### src/rtl/wb_copy_pkg.sv
// Shared types and constants for the Wishbone word-copy master.
package wb_copy_pkg;

  typedef enum logic [2:0] {
    IDLE,
    RD,
    RGAP,
    WR,
    WGAP,
    DONE
  } state_t;

  localparam int unsigned WORD_STRIDE = 4;
  localparam logic [3:0]  SEL_FULL    = 4'hF;

endpackage

### src/rtl/wb_copy_master.sv
// Wishbone classic master that copies len_i 32-bit words from src_i to dst_i,
// one read then one write per word, with an idle bus cycle after each access.
module wb_copy_master
  import wb_copy_pkg::*;
#(
  parameter int unsigned dw = 32,
  parameter int unsigned aw = 32,
  parameter int unsigned lw = 16
) (
  input  logic          wb_clk_i,
  input  logic          wb_rst_ni,
  input  logic          start_i,
  input  logic [aw-1:0] src_i,
  input  logic [aw-1:0] dst_i,
  input  logic [lw-1:0] len_i,
  output logic          busy_o,
  output logic          done_o,
  output logic          err_o,
  output logic [aw-1:0] wb_adr_o,
  output logic [dw-1:0] wb_dat_o,
  output logic [3:0]    wb_sel_o,
  output logic          wb_we_o,
  output logic          wb_cyc_o,
  output logic          wb_stb_o,
  input  logic [dw-1:0] wb_dat_i,
  input  logic          wb_ack_i,
  input  logic          wb_err_i
);

  state_t        state;
  logic [aw-1:0] src_q;
  logic [aw-1:0] dst_q;
  logic [aw-1:0] src_nxt_c;
  logic [aw-1:0] dst_nxt_c;
  logic [lw-1:0] cnt_q;
  logic [dw-1:0] data_q;
  logic          bus_err_c;
  logic          bus_ack_c;

  // Slave responses only count while a cycle is open; err wins over ack.
  assign bus_err_c = wb_cyc_o & wb_err_i;
  assign bus_ack_c = wb_cyc_o & wb_ack_i & ~wb_err_i;

  assign src_nxt_c = src_q + aw'(WORD_STRIDE);
  assign dst_nxt_c = dst_q + aw'(WORD_STRIDE);

  always_ff @(posedge wb_clk_i or negedge wb_rst_ni) begin
    if (!wb_rst_ni) begin
      state    <= IDLE;
      src_q    <= '0;
      dst_q    <= '0;
      cnt_q    <= '0;
      data_q   <= '0;
      busy_o   <= 1'b0;
      done_o   <= 1'b0;
      err_o    <= 1'b0;
      wb_adr_o <= '0;
      wb_dat_o <= '0;
      wb_sel_o <= '0;
      wb_we_o  <= 1'b0;
      wb_cyc_o <= 1'b0;
      wb_stb_o <= 1'b0;
    end else begin
      done_o <= 1'b0;
      case (state)
        IDLE: begin
          if (start_i) begin
            src_q  <= src_i;
            dst_q  <= dst_i;
            cnt_q  <= len_i;
            err_o  <= 1'b0;
            busy_o <= 1'b1;
            if (len_i == '0) begin
              state <= DONE;
            end else begin
              state    <= RD;
              wb_cyc_o <= 1'b1;
              wb_stb_o <= 1'b1;
              wb_we_o  <= 1'b0;
              wb_sel_o <= SEL_FULL;
              wb_adr_o <= src_i;
            end
          end
        end

        RD: begin
          if (bus_err_c) begin
            wb_cyc_o <= 1'b0;
            wb_stb_o <= 1'b0;
            err_o    <= 1'b1;
            state    <= DONE;
          end else if (bus_ack_c) begin
            data_q   <= wb_dat_i;
            wb_cyc_o <= 1'b0;
            wb_stb_o <= 1'b0;
            state    <= RGAP;
          end
        end

        RGAP: begin
          state    <= WR;
          wb_cyc_o <= 1'b1;
          wb_stb_o <= 1'b1;
          wb_we_o  <= 1'b1;
          wb_sel_o <= SEL_FULL;
          wb_adr_o <= dst_q;
          wb_dat_o <= data_q;
        end

        WR: begin
          if (bus_err_c) begin
            wb_cyc_o <= 1'b0;
            wb_stb_o <= 1'b0;
            wb_we_o  <= 1'b0;
            err_o    <= 1'b1;
            state    <= DONE;
          end else if (bus_ack_c) begin
            wb_cyc_o <= 1'b0;
            wb_stb_o <= 1'b0;
            wb_we_o  <= 1'b0;
            state    <= WGAP;
          end
        end

        WGAP: begin
          src_q <= src_nxt_c;
          dst_q <= dst_nxt_c;
          cnt_q <= cnt_q - lw'(1);
          if (cnt_q == lw'(1)) begin
            state <= DONE;
          end else begin
            state    <= RD;
            wb_cyc_o <= 1'b1;
            wb_stb_o <= 1'b1;
            wb_we_o  <= 1'b0;
            wb_sel_o <= SEL_FULL;
            wb_adr_o <= src_nxt_c;
          end
        end

        DONE: begin
          done_o <= 1'b1;
          busy_o <= 1'b0;
          state  <= IDLE;
        end

        default: state <= IDLE;
      endcase
    end
  end

endmodule

### config.mk
export PLATFORM = sky130hd
export DESIGN_NAME = wb_copy_master
export DESIGN_NICKNAME = d
export VERILOG_FILES = /design/src/rtl/wb_copy_pkg.sv /design/src/rtl/wb_copy_master.sv
export SDC_FILE = /design/constraint.sdc
export NUM_CORES = 1
export LEC_CHECK = 0
export CAP_MARGIN = 20
export CORE_MARGIN = 2
export CORE_UTILIZATION = 52
export CTS_BUF_LIST = sky130_fd_sc_hd__clkbuf_8
export CTS_CLUSTER_DIAMETER = 200
export DETAILED_ROUTE_END_ITERATION = 8
export PLACE_DENSITY = 0.81
export SLEW_MARGIN = 20
export SYNTH_ARGS = -nofsm -noshare
export SYNTH_HDL_FRONTEND = slang
export SYNTH_SLANG_ARGS = --single-unit
### constraint.sdc
create_clock -name wb_clk_i -period 5.5 [get_ports wb_clk_i]
set_input_delay 1.1 -clock wb_clk_i [delete_from_list [all_inputs] [get_ports wb_clk_i]]
set_output_delay 1.1 -clock wb_clk_i [all_outputs]
set_load 0.05 [all_outputs]
==> impl_metrics.csv, run 1 <==
group,metric,value,unit
cells_and_area,area_growth,25.61,%
flow_run,cap_viol_max_count,0,
sta,tightest_slew,1.051,ns
synthesis,synth_nets,1085,
worst_setup_path,cp-start-kind,"register",
synthesis,synth.avg_cell_area,9.888,sq um
worst_setup_path,cp-end-kind,"register",
clocking,post-cts-setup-buffers,0,
floorplan,start_util,53.06,%
synthesis,synth_edf_count,0,
min_path,hold_depth,2,
routing,wirelength,27.32,mm
clocking,cts_tree,"yes",
sta,fin_ws,2.120,ns
synthesis,synthSimpleGateAreaFrac,16.74,%
clocking,path_clk_slew,0.11,ns
sta,min_period_over_period,61.46,%
power,vdd_drop_max,0.3428,mV
clocking,cts_resized,0,
synthesis,synth_top_family_by_area,"compound AO/OA/AOI/OAI gates",
sta,rsz0062_at_grt,"no",
global_routing,grt_max_degree,100,
clocking,numCtsBuffers,17,
worst_setup_path,worst_r2r_path_depth,5,
worst_setup_path,cp_slowest_cell,"dfrtp_1",
worst_setup_path,crit_family,"simple AND/OR/NAND/NOR gates",
min_path,hold_end,"src_q[1]",
synthesis,synth_compound_area_share,18.27,%
clocking,cts.path.max_buffers,2,
routing,via_per_inst,6.358,
placed_design,io_buffers,190,
worst_setup_path,reg2reg_slack,2.12,ns
worst_setup_path,reg2reg_from,"state[2]",
worst_setup_path,critPathBufInv,1,
routing,vias,8621,
sta,setup_viol,0,
status,outcome,"complete, no violations",
cells_and_area,final_util,66.65,%
cells_and_area,most-common-layout-cells,"189 x clkdlybuf4s50_1, 185 x dfrtp_1, 96 x nand2_1",
synthesis,ys_async_sr_fraction,100.0,%
synthesis,synth_xor_area_share,1.378,%
sta,finalClockSkew,0.01211,ns
sta,hold_violations,0,
floorplan,ioPinCount,191,
floorplan,dieArea,19430,sq um
worst_setup_path,path_max_fanout,32,
power,total_leakage_power,4.821,nW
routing,drc,0,
global_routing,overflow,0,
placed_design,pre_cts_ws,1.734,ns
min_path,hold_path_class,"register to register",
floorplan,die_w,139.4,um
global_routing,grt_antenna_before_repair,0,
clocking,insertion_delay,0.48,ns
synthesis,syn_inst,964,
routing,wl_met3,3.285,mm
routing,met2_length,12.37,mm
cells_and_area,antennaDiodeCount,0,
routing,firstDrtPassIters,6,
synthesis,ys_warn_count,0,
placed_design,gp_congestion,0.9096,
routing,ant_nets,0,
synthesis,ys_types,66,
global_routing,grt_pass1_vias,8433,
sta,timing.final.max_slew_violations,0,
cells_and_area,drive_above_1_share,11.71,%
clocking,hold_buffers,0,
sta,max_freq,0.2958,GHz
worst_setup_path,cp.required,5.89,ns
worst_setup_path,critPathKind,"register to register",
clocking,htree_num_levels,4,
min_path,hold_start,"src_q[1]",
routing,wire_per_inst,20.15,um
sta,slew_headroom,29.77,%
routing,top_layer,"met4",
cells_and_area,fillCellCount,1369,
floorplan,core,17960,sq um
synthesis,ys_seq_area_share,48.57,%
placed_design,dp_hpwl,18.40,mm
sta,fin_setup_tns,0,ns
synthesis,ys_ff_latch,185,
global_routing,grt_first_pass_wirelength,44.46,mm
clocking,clkSinkCount,185,
worst_setup_path,timing.rr.end,"src_q[30]",
cells_and_area,layout_commonest_cell,"clkdlybuf4s50_1",
power,power_density,585.9,nW/um^2
worst_setup_path,crit_arrival,3.77,ns
global_routing,track_usage,28.38,%
worst_setup_path,path_cells,"or3b_2, nand2_1, buf_4, o21ai_0, a221oi_1",
synthesis,synth-main-ff-cell,"dfrtp_1",
synthesis,synthesis.area,9532,sq um
sta,post-route-min-period,3.380,ns
synthesis,yosys-top-cells-area,"dfrtp_1 49%, mux2_2 7.8%, nand2_1 3.8%, nor2_1 2.9%, nor3_1 2.4%",
synthesis,synth_area_leader_cell,"dfrtp_1",
synthesis,synth.mux.area_fraction,10.32,%
routing,wl_met1,10.92,mm
routing,dr.first_iter.drc_count,908,
clocking,cts_root_buf,"clkbuf_8",
synthesis,yosysTopAreaCellShare,48.57,%
worst_setup_path,cp_slowest_stage_delay,0.93,ns
cells_and_area,fin_nets,1236,
power,finalPower,0.007015,W
floorplan,die_y,139.4,um
floorplan,fp-row-count,49,
synthesis,yosys.area_share.adder,0.5251,%
==> kinds of logic after synthesis <==
kind of cell / count (synthesis)
DFF: 185
AOI/OAI and AO/OA: 246
xor gates and xnor gates: 15
muxes: 86
and+or+nand+nor: 330
buffers and inverters: 98
adders and majority gates: 4
==> synth_stat cells, types with 5 or more instances <==
| cell type | instances |
|---|---|
| buf_2 | 8 |
| mux2_2 | 66 |
| a2bb2oi_1 | 6 |
| xor2_1 | 8 |
| nand3_1 | 34 |
| nand4_1 | 19 |
| a22o_1 | 6 |
| a22oi_1 | 11 |
| or4_1 | 5 |
| nand2_1 | 96 |
| o21ai_0 | 44 |
| clkbuf_1 | 54 |
| o211ai_1 | 20 |
| and2_1 | 5 |
| nor3_1 | 45 |
| mux2i_1 | 12 |
| a21oi_1 | 39 |
| a211oi_1 | 11 |
| o31ai_1 | 5 |
| o22ai_1 | 17 |
| a31oi_1 | 11 |
| and4_1 | 10 |
| a311oi_1 | 9 |
| inv_1 | 27 |
| mux2_4 | 8 |
| nor4_1 | 14 |
| nor2_1 | 73 |
| a222oi_1 | 12 |
| a221o_1 | 8 |
| dfrtp_1 | 185 |
| o22a_1 | 6 |
| and3_1 | 12 |
| o311ai_0 | 13 |
| xnor2_1 | 7 |
==> registers in the layout, summed over array words and instances, names as in the netlist, 3 cells and up <==
signal,flops
src_q,32
state,3
data_q,32
wb_dat_o,32
wb_adr_o,32
dst_q,32
cnt_q,16
==> stage by stage <==
| stage | instance area [sq um] | hold slack [ns] | instances |
|---|---|---|---|
| 6_report | 11970 | 0.4913 | 1356 |
| 5_1_grt | 11970 | 0.5223 | 1356 |
| 3_5_place_dp | 11540 | 0.4633 | 1323 |
| 3_3_place_gp | 11540 | 0.4591 | 1323 |
| 4_1_cts | 11930 | 0.4894 | 1354 |
| 2_1_floorplan | 9532 | 0.4465 | 964 |
==> routing by layer <==
metal / vias to the layer above / GRT usage (%)
li1: 3923 / -
met1: 4123 / 37.75
met2: 513 / 43.58
met3: 62 / 9.222
met4: 0 / 10.79
met5: - / 0
==> worst register-to-register path: stages, from the launching register on <==
cell      delay, ns
dfrtp_1        0.93
or3b_2         0.82
nand2_1        0.89
buf_4          0.31
o21ai_0        0.10
a221oi_1       0.24
==> cell type report <==
| class | count | area, sq um | share of cell area [%] |
|---|---|---|---|
| timing repair buffer | 202 | 2033 | 16.98 |
| sequential | 185 | 4629 | 38.67 |
| clock buffer | 17 | 234.0 | 1.954 |
| tap | 229 | 286.5 | 2.393 |
| inverter | 28 | 105.1 | 0.8778 |
| clock inverter | 14 | 157.7 | 1.317 |
| multi-input combinational | 681 | 4527 | 37.81 |
==> how the worst max path moves through the flow <==
stage / from / end / cells after the start
floorplan: len_i[2] / wb_adr_o[18] / 6
global placement: start_i / wb_adr_o[1] / 6
detailed placement: start_i / wb_adr_o[1] / 6
CTS: state[2] / src_q[30] / 5
global route: state[2] / src_q[30] / 5
finish: state[2] / src_q[30] / 5
==> where the power goes <==
group          switching [W]  leakage, nW  internal, W
sequential          0.000644         2.20      0.00202
clock               0.000573        0.193     0.000343
combinational        0.00205         2.42      0.00139
total                0.00326         4.82      0.00375
No activity file was read; power rests on OpenSTA's default activity.
==> run 2, diff against run 1 <==
==> constraint.sdc (replaced) <==
create_clock -name wb_clk_i -period 3.27 [get_ports wb_clk_i]
set_input_delay 0.654 -clock wb_clk_i [delete_from_list [all_inputs] [get_ports wb_clk_i]]
set_output_delay 0.654 -clock wb_clk_i [all_outputs]
set_load 0.05 [all_outputs]
==> impl_metrics.csv, run 2 (same netlist as run 1, synthesis figures left out) <==
group,metric,value,unit
routing,met2_length,12.94,mm
cells_and_area,antennaDiodeCount,0,
clocking,cts_root_buf,"clkbuf_8",
routing,dr.first_iter.drc_count,971,
power,seqPwrFrac,36.9,%
floorplan,dieArea,19430,sq um
worst_setup_path,crit_arrival,3.09,ns
global_routing,track_usage,28.99,%
sta,finalClockSkew,0.01499,ns
routing,via_per_inst,6.237,
cells_and_area,fin_nets,1248,
worst_setup_path,crit_family,"simple AND/OR/NAND/NOR gates",
worst_setup_path,critPathBufInv,1,
routing,vias,8538,
power,p_clk_share,14.0,%
sta,post-route-min-period,2.712,ns
floorplan,fp-row-count,49,
worst_setup_path,worst_r2r_path_depth,5,
worst_setup_path,cp-end-kind,"register",
routing,wire_per_inst,20.16,um
power,swShare,45.62,%
sta,max_freq,0.3687,GHz
sta,fin_ws,0.5576,ns
floorplan,ioPinCount,191,
floorplan,core,17960,sq um
clocking,cts_resized,0,
cells_and_area,layout_commonest_cell,"clkdlybuf4s50_1",
clocking,htree_num_levels,4,
clocking,hold_buffers,0,
routing,top_layer,"met4",
floorplan,die_w,139.4,um
global_routing,grt_antenna_before_repair,0,
placed_design,io_buffers,190,
worst_setup_path,timing.rr.end,"wb_adr_o[28]",
power,internal_power,0.006533,W
floorplan,die_y,139.4,um
placed_design,gp_congestion,0.9038,
routing,ant_nets,0,
power,comb_power_share,49.1,%
clocking,clkSinkCount,185,
routing,wl_met3,3.112,mm
global_routing,grt_pass1_vias,8396,
clocking,numCtsBuffers,17,
power,total_leakage_power,4.917,nW
placed_design,place_inst,1336,
worst_setup_path,critPathKind,"register to register",
placed_design,dp_hpwl,18.96,mm
global_routing,grt_first_pass_wirelength,45.28,mm
worst_setup_path,reg2reg_from,"state[1]",
placed_design,pre_cts_ws,0.1869,ns
floorplan,start_util,53.06,%
global_routing,overflow,0,
worst_setup_path,cp.depth,5,
power,switchingPower,0.005480,W
cells_and_area,area_growth,27.42,%
cells_and_area,most-common-layout-cells,"189 x clkdlybuf4s50_1, 185 x dfrtp_1, 96 x nand2_1",
sta,min_period_over_period,82.95,%
routing,drc,0,
clocking,post-cts-setup-buffers,0,
worst_setup_path,path_max_fanout,20,
global_routing,grt_max_degree,65,
sta,hold_violations,0,
worst_setup_path,cp-start-kind,"register",
worst_setup_path,cp.required,3.64,ns
status,outcome,"complete, no violations",
routing,firstDrtPassIters,6,
min_path,hold_path_class,"primary input to asynchronous set/reset pin",
flow_run,cap_viol_max_count,0,
sta,setup_viol,0,
cells_and_area,seq_area,4629,sq um
power,vdd_drop_max,0.8030,mV
routing,wl_met1,10.94,mm
cells_and_area,multi_input_area,4527,sq um
cells_and_area,instances_no_fill,1369,
sta,rsz0062_at_grt,"no",
cells_and_area,drive_above_1_share,12.72,%
sta,tightest_slew,0.9002,ns
worst_setup_path,cp_slowest_stage_delay,0.75,ns
routing,wirelength,27.60,mm
clocking,cts_tree,"yes",
sta,fin_setup_tns,0,ns
power,power_density,989.1,nW/um^2
worst_setup_path,path_cells,"or3b_2, nor4_2, nor2_4, buf_16, mux2_4",
worst_setup_path,reg2reg_slack,0.56,ns
clocking,path_clk_slew,0.10,ns
worst_setup_path,cp_slowest_cell,"or3b_2",
sta,slew_headroom,39.84,%
clocking,cts.path.max_buffers,2,
cells_and_area,fillCellCount,1398,
worst_setup_path,startpoint,"state[1]",
clocking,insertion_delay,0.48,ns
sta,timing.final.max_slew_violations,0,
[run 2: cell types whose count changed in the layout (fill, tap and decap cells not counted), sizes merged]
cell / delta
buf: +12
inv: +1
clkinv: -1
clkinvlp: -1
bufinv: +2
[run 2: worst max-delay path by stage]
stage                   endpoint  slack (ns)
floorplan           wb_adr_o[18]        0.78
global placement     wb_adr_o[1]        0.21
detailed placement   wb_adr_o[0]        0.19
CTS                  wb_adr_o[0]        0.44
global route        wb_adr_o[28]        0.44
finish              wb_adr_o[28]        0.56
[run 2: cell type report]
type	count	share of cell area, %
timing repair buffer	214	17.83
inverter	28	0.8654
sequential	185	38.12
multi-input combinational	681	37.27
tap	229	2.359
clock buffer	17	1.926
clock inverter	15	1.628
[run 2: through the flow]
stage / hold WS, ns / area [sq um] / total power [W] / util, %
global route: 0.1741 / 12150 / 0.01272 / 67.61
floorplan: 0.3584 / 9532 / 0.008255 / -
detailed placement: 0.4634 / 11690 / 0.01027 / 65.06
global placement: 0.4587 / 11690 / 0.01008 / 65.06
CTS: 0.1639 / 12120 / 0.01199 / 67.46
finish: 0.1534 / 12150 / 0.01201 / 67.61
[run 2: metal layers]
metal | GRT usage, % | up-vias
met2 | 45.69 | 471
met5 | 0 | -
met3 | 8.947 | 56
met4 | 9.304 | 0
met1 | 38.58 | 4074
li1 | - | 3937
[run 2: power by group through the flow]
| stage | clock network, W | logic (W) | registers [W] |
|---|---|---|---|
| 2_1_floorplan | 0 | 0.00272 | 0.00553 |
| 3_3_place_gp | 0 | 0.00569 | 0.00439 |
| 3_5_place_dp | 0 | 0.00584 | 0.00443 |
| 4_1_cts | 0.00172 | 0.00586 | 0.00441 |
| 5_1_grt | 0.00181 | 0.00630 | 0.00461 |
| 6_report | 0.00168 | 0.00589 | 0.00444 |
==> run 3, diff against run 2 <==
==> constraint.sdc (replaced) <==
create_clock -name wb_clk_i -period 2.8 [get_ports wb_clk_i]
set_input_delay 0.56 -clock wb_clk_i [delete_from_list [all_inputs] [get_ports wb_clk_i]]
set_output_delay 0.56 -clock wb_clk_i [all_outputs]
set_load 0.05 [all_outputs]
==> impl_metrics.csv, run 3 (same netlist as run 1, synthesis figures left out) <==
group,metric,value,unit
cells_and_area,layout_commonest_cell,"clkdlybuf4s50_1",
sta,timing.final.max_slew_violations,0,
flow_run,cap_viol_max_count,0,
sta,fin_setup_tns,0,ns
worst_setup_path,cp_slowest_cell,"nor2_4",
worst_setup_path,path_cells,"buf_4, a21oi_1, a21boi_0, buf_4, o21ai_4, nor2_4, buf_4, a2bb2oi_1",
clocking,insertion_delay,0.48,ns
sta,max_freq,0.3855,GHz
power,switchingPower,0.006465,W
floorplan,core,17960,sq um
global_routing,track_usage,28.85,%
clocking,hold_buffers,0,
worst_setup_path,cp_slowest_stage_delay,0.68,ns
sta,rsz0062_at_grt,"no",
sta,tightest_slew,0.8950,ns
routing,dr.first_iter.drc_count,992,
cells_and_area,most-common-layout-cells,"189 x clkdlybuf4s50_1, 185 x dfrtp_1, 96 x nand2_1",
worst_setup_path,crit_arrival,2.99,ns
power,comb_power_share,49.6,%
cells_and_area,fillCellCount,1366,
global_routing,grt_first_pass_wirelength,44.73,mm
clocking,cts_root_buf,"clkbuf_8",
cells_and_area,drive_above_1_share,13.78,%
clocking,cts_tree,"yes",
placed_design,gp_congestion,0.8975,
power,vdd_drop_max,0.7339,mV
placed_design,pre_cts_ws,-0.06533,ns
clocking,clkSinkCount,185,
power,p_clk_share,13.7,%
status,outcome,"complete, no violations",
floorplan,start_util,53.06,%
worst_setup_path,cp.required,3.19,ns
worst_setup_path,path_max_fanout,23,
worst_setup_path,cp-start-kind,"register",
worst_setup_path,critPathKind,"register to register",
routing,drc,0,
worst_setup_path,timing.rr.end,"wb_adr_o[29]",
worst_setup_path,critPathBufInv,3,
routing,wire_per_inst,20.13,um
power,seqPwrFrac,36.7,%
placed_design,io_buffers,190,
clocking,htree_num_levels,4,
worst_setup_path,reg2reg_from,"state[2]",
sta,finalClockSkew,0.01372,ns
cells_and_area,finalInstanceArea,12250,sq um
clocking,path_clk_slew,0.11,ns
sta,hold_violations,0,
global_routing,overflow,0,
floorplan,ioPinCount,191,
routing,wirelength,27.84,mm
global_routing,grt_antenna_before_repair,0,
clocking,cts.path.max_buffers,2,
sta,post-route-min-period,2.594,ns
cells_and_area,area_growth,28.52,%
global_routing,grt_pass1_vias,8397,
worst_setup_path,reg2reg_slack,0.21,ns
cells_and_area,fin_nets,1262,
power,swShare,45.96,%
power,internal_power,0.007601,W
worst_setup_path,crit_family,"compound AO/OA/AOI/OAI gates",
sta,setup_viol,0,
floorplan,die_y,139.4,um
worst_setup_path,crit_top_cell,"buf_4",
sta,slew_headroom,40.19,%
routing,firstDrtPassIters,7,
clocking,post-cts-setup-buffers,0,
routing,vias,8723,
floorplan,fp-row-count,49,
clocking,numCtsBuffers,17,
cells_and_area,antennaDiodeCount,0,
floorplan,dieArea,19430,sq um
min_path,hold_path_class,"primary input to asynchronous set/reset pin",
sta,holdWs,0.08156,ns
sta,min_period_over_period,92.64,%
clocking,cts_resized,0,
power,total_leakage_power,4.989,nW
worst_setup_path,worst_r2r_path_depth,8,
floorplan,die_w,139.4,um
global_routing,grt_max_degree,64,
placed_design,place_area,11820,sq um
placed_design,dp_hpwl,19.56,mm
worst_setup_path,cp-end-kind,"register",
power,power_density,1148,nW/um^2
power,finalPower,0.01407,W
routing,ant_nets,0,
sta,fin_ws,0.2062,ns
routing,via_per_inst,6.307,
==> run 3: routing by layer <==
layer	track usage (%)	share of wire, %
met5	0	0
met4	7.974	2.0
met3	10.01	11
met2	45.28	47
met1	38.39	40
==> run 3: worst max-delay path by stage <==
| stage | startpoint | to | cells after the start | slack (ns) |
|---|---|---|---|---|
| after CTS | state[2] | wb_adr_o[29] | 8 | 0.24 |
| final | state[2] | wb_adr_o[29] | 8 | 0.21 |
| after global routing | state[2] | wb_adr_o[29] | 8 | 0.02 |
| after floorplan | len_i[2] | wb_adr_o[18] | 6 | 0.41 |
| after global placement | len_i[2] | wb_adr_o[22] | 6 | -0.04 |
| after detailed placement | len_i[2] | wb_adr_o[24] | 7 | -0.07 |
==> run 3: worst register-to-register path, delay by kind of cell (launching register included) <==
family	cells	cell delay, ns
AO/OA/AOI/OAI	4	0.74
buffers and inverters	3	0.64
flip-flops	1	0.45
AND/OR/NAND/NOR	1	0.68
==> run 3: cell type report <==
class / count / area (sq um) / share of cell area, %
flip-flops and latches: 185 / 4629 / 37.79
multi-input cells: 681 / 4527 / 36.95
repair buffers: 228 / 2276 / 18.58
well taps: 229 / 286.5 / 2.339
clock buffers: 17 / 234.0 / 1.910
clock inverters: 15 / 192.7 / 1.573
inverters: 28 / 105.1 / 0.8579
==> run 3: power by group through the flow <==
stage	clock [W]	sequential [W]	combinational [W]
floorplan	0	0.00646	0.00318
global placement	0	0.00511	0.00679
detailed placement	0	0.00516	0.00694
CTS	0.00195	0.00512	0.00697
global route	0.00208	0.00533	0.00743
finish	0.00193	0.00516	0.00697
==> run 3: through the flow <==
step / std cells / utilization, %
after detailed placement: 1351 / 65.82
after floorplan: 964 / -
after global routing: 1383 / 68.20
after CTS: 1383 / 68.20
after global placement: 1351 / 65.82
final: 1383 / 68.20
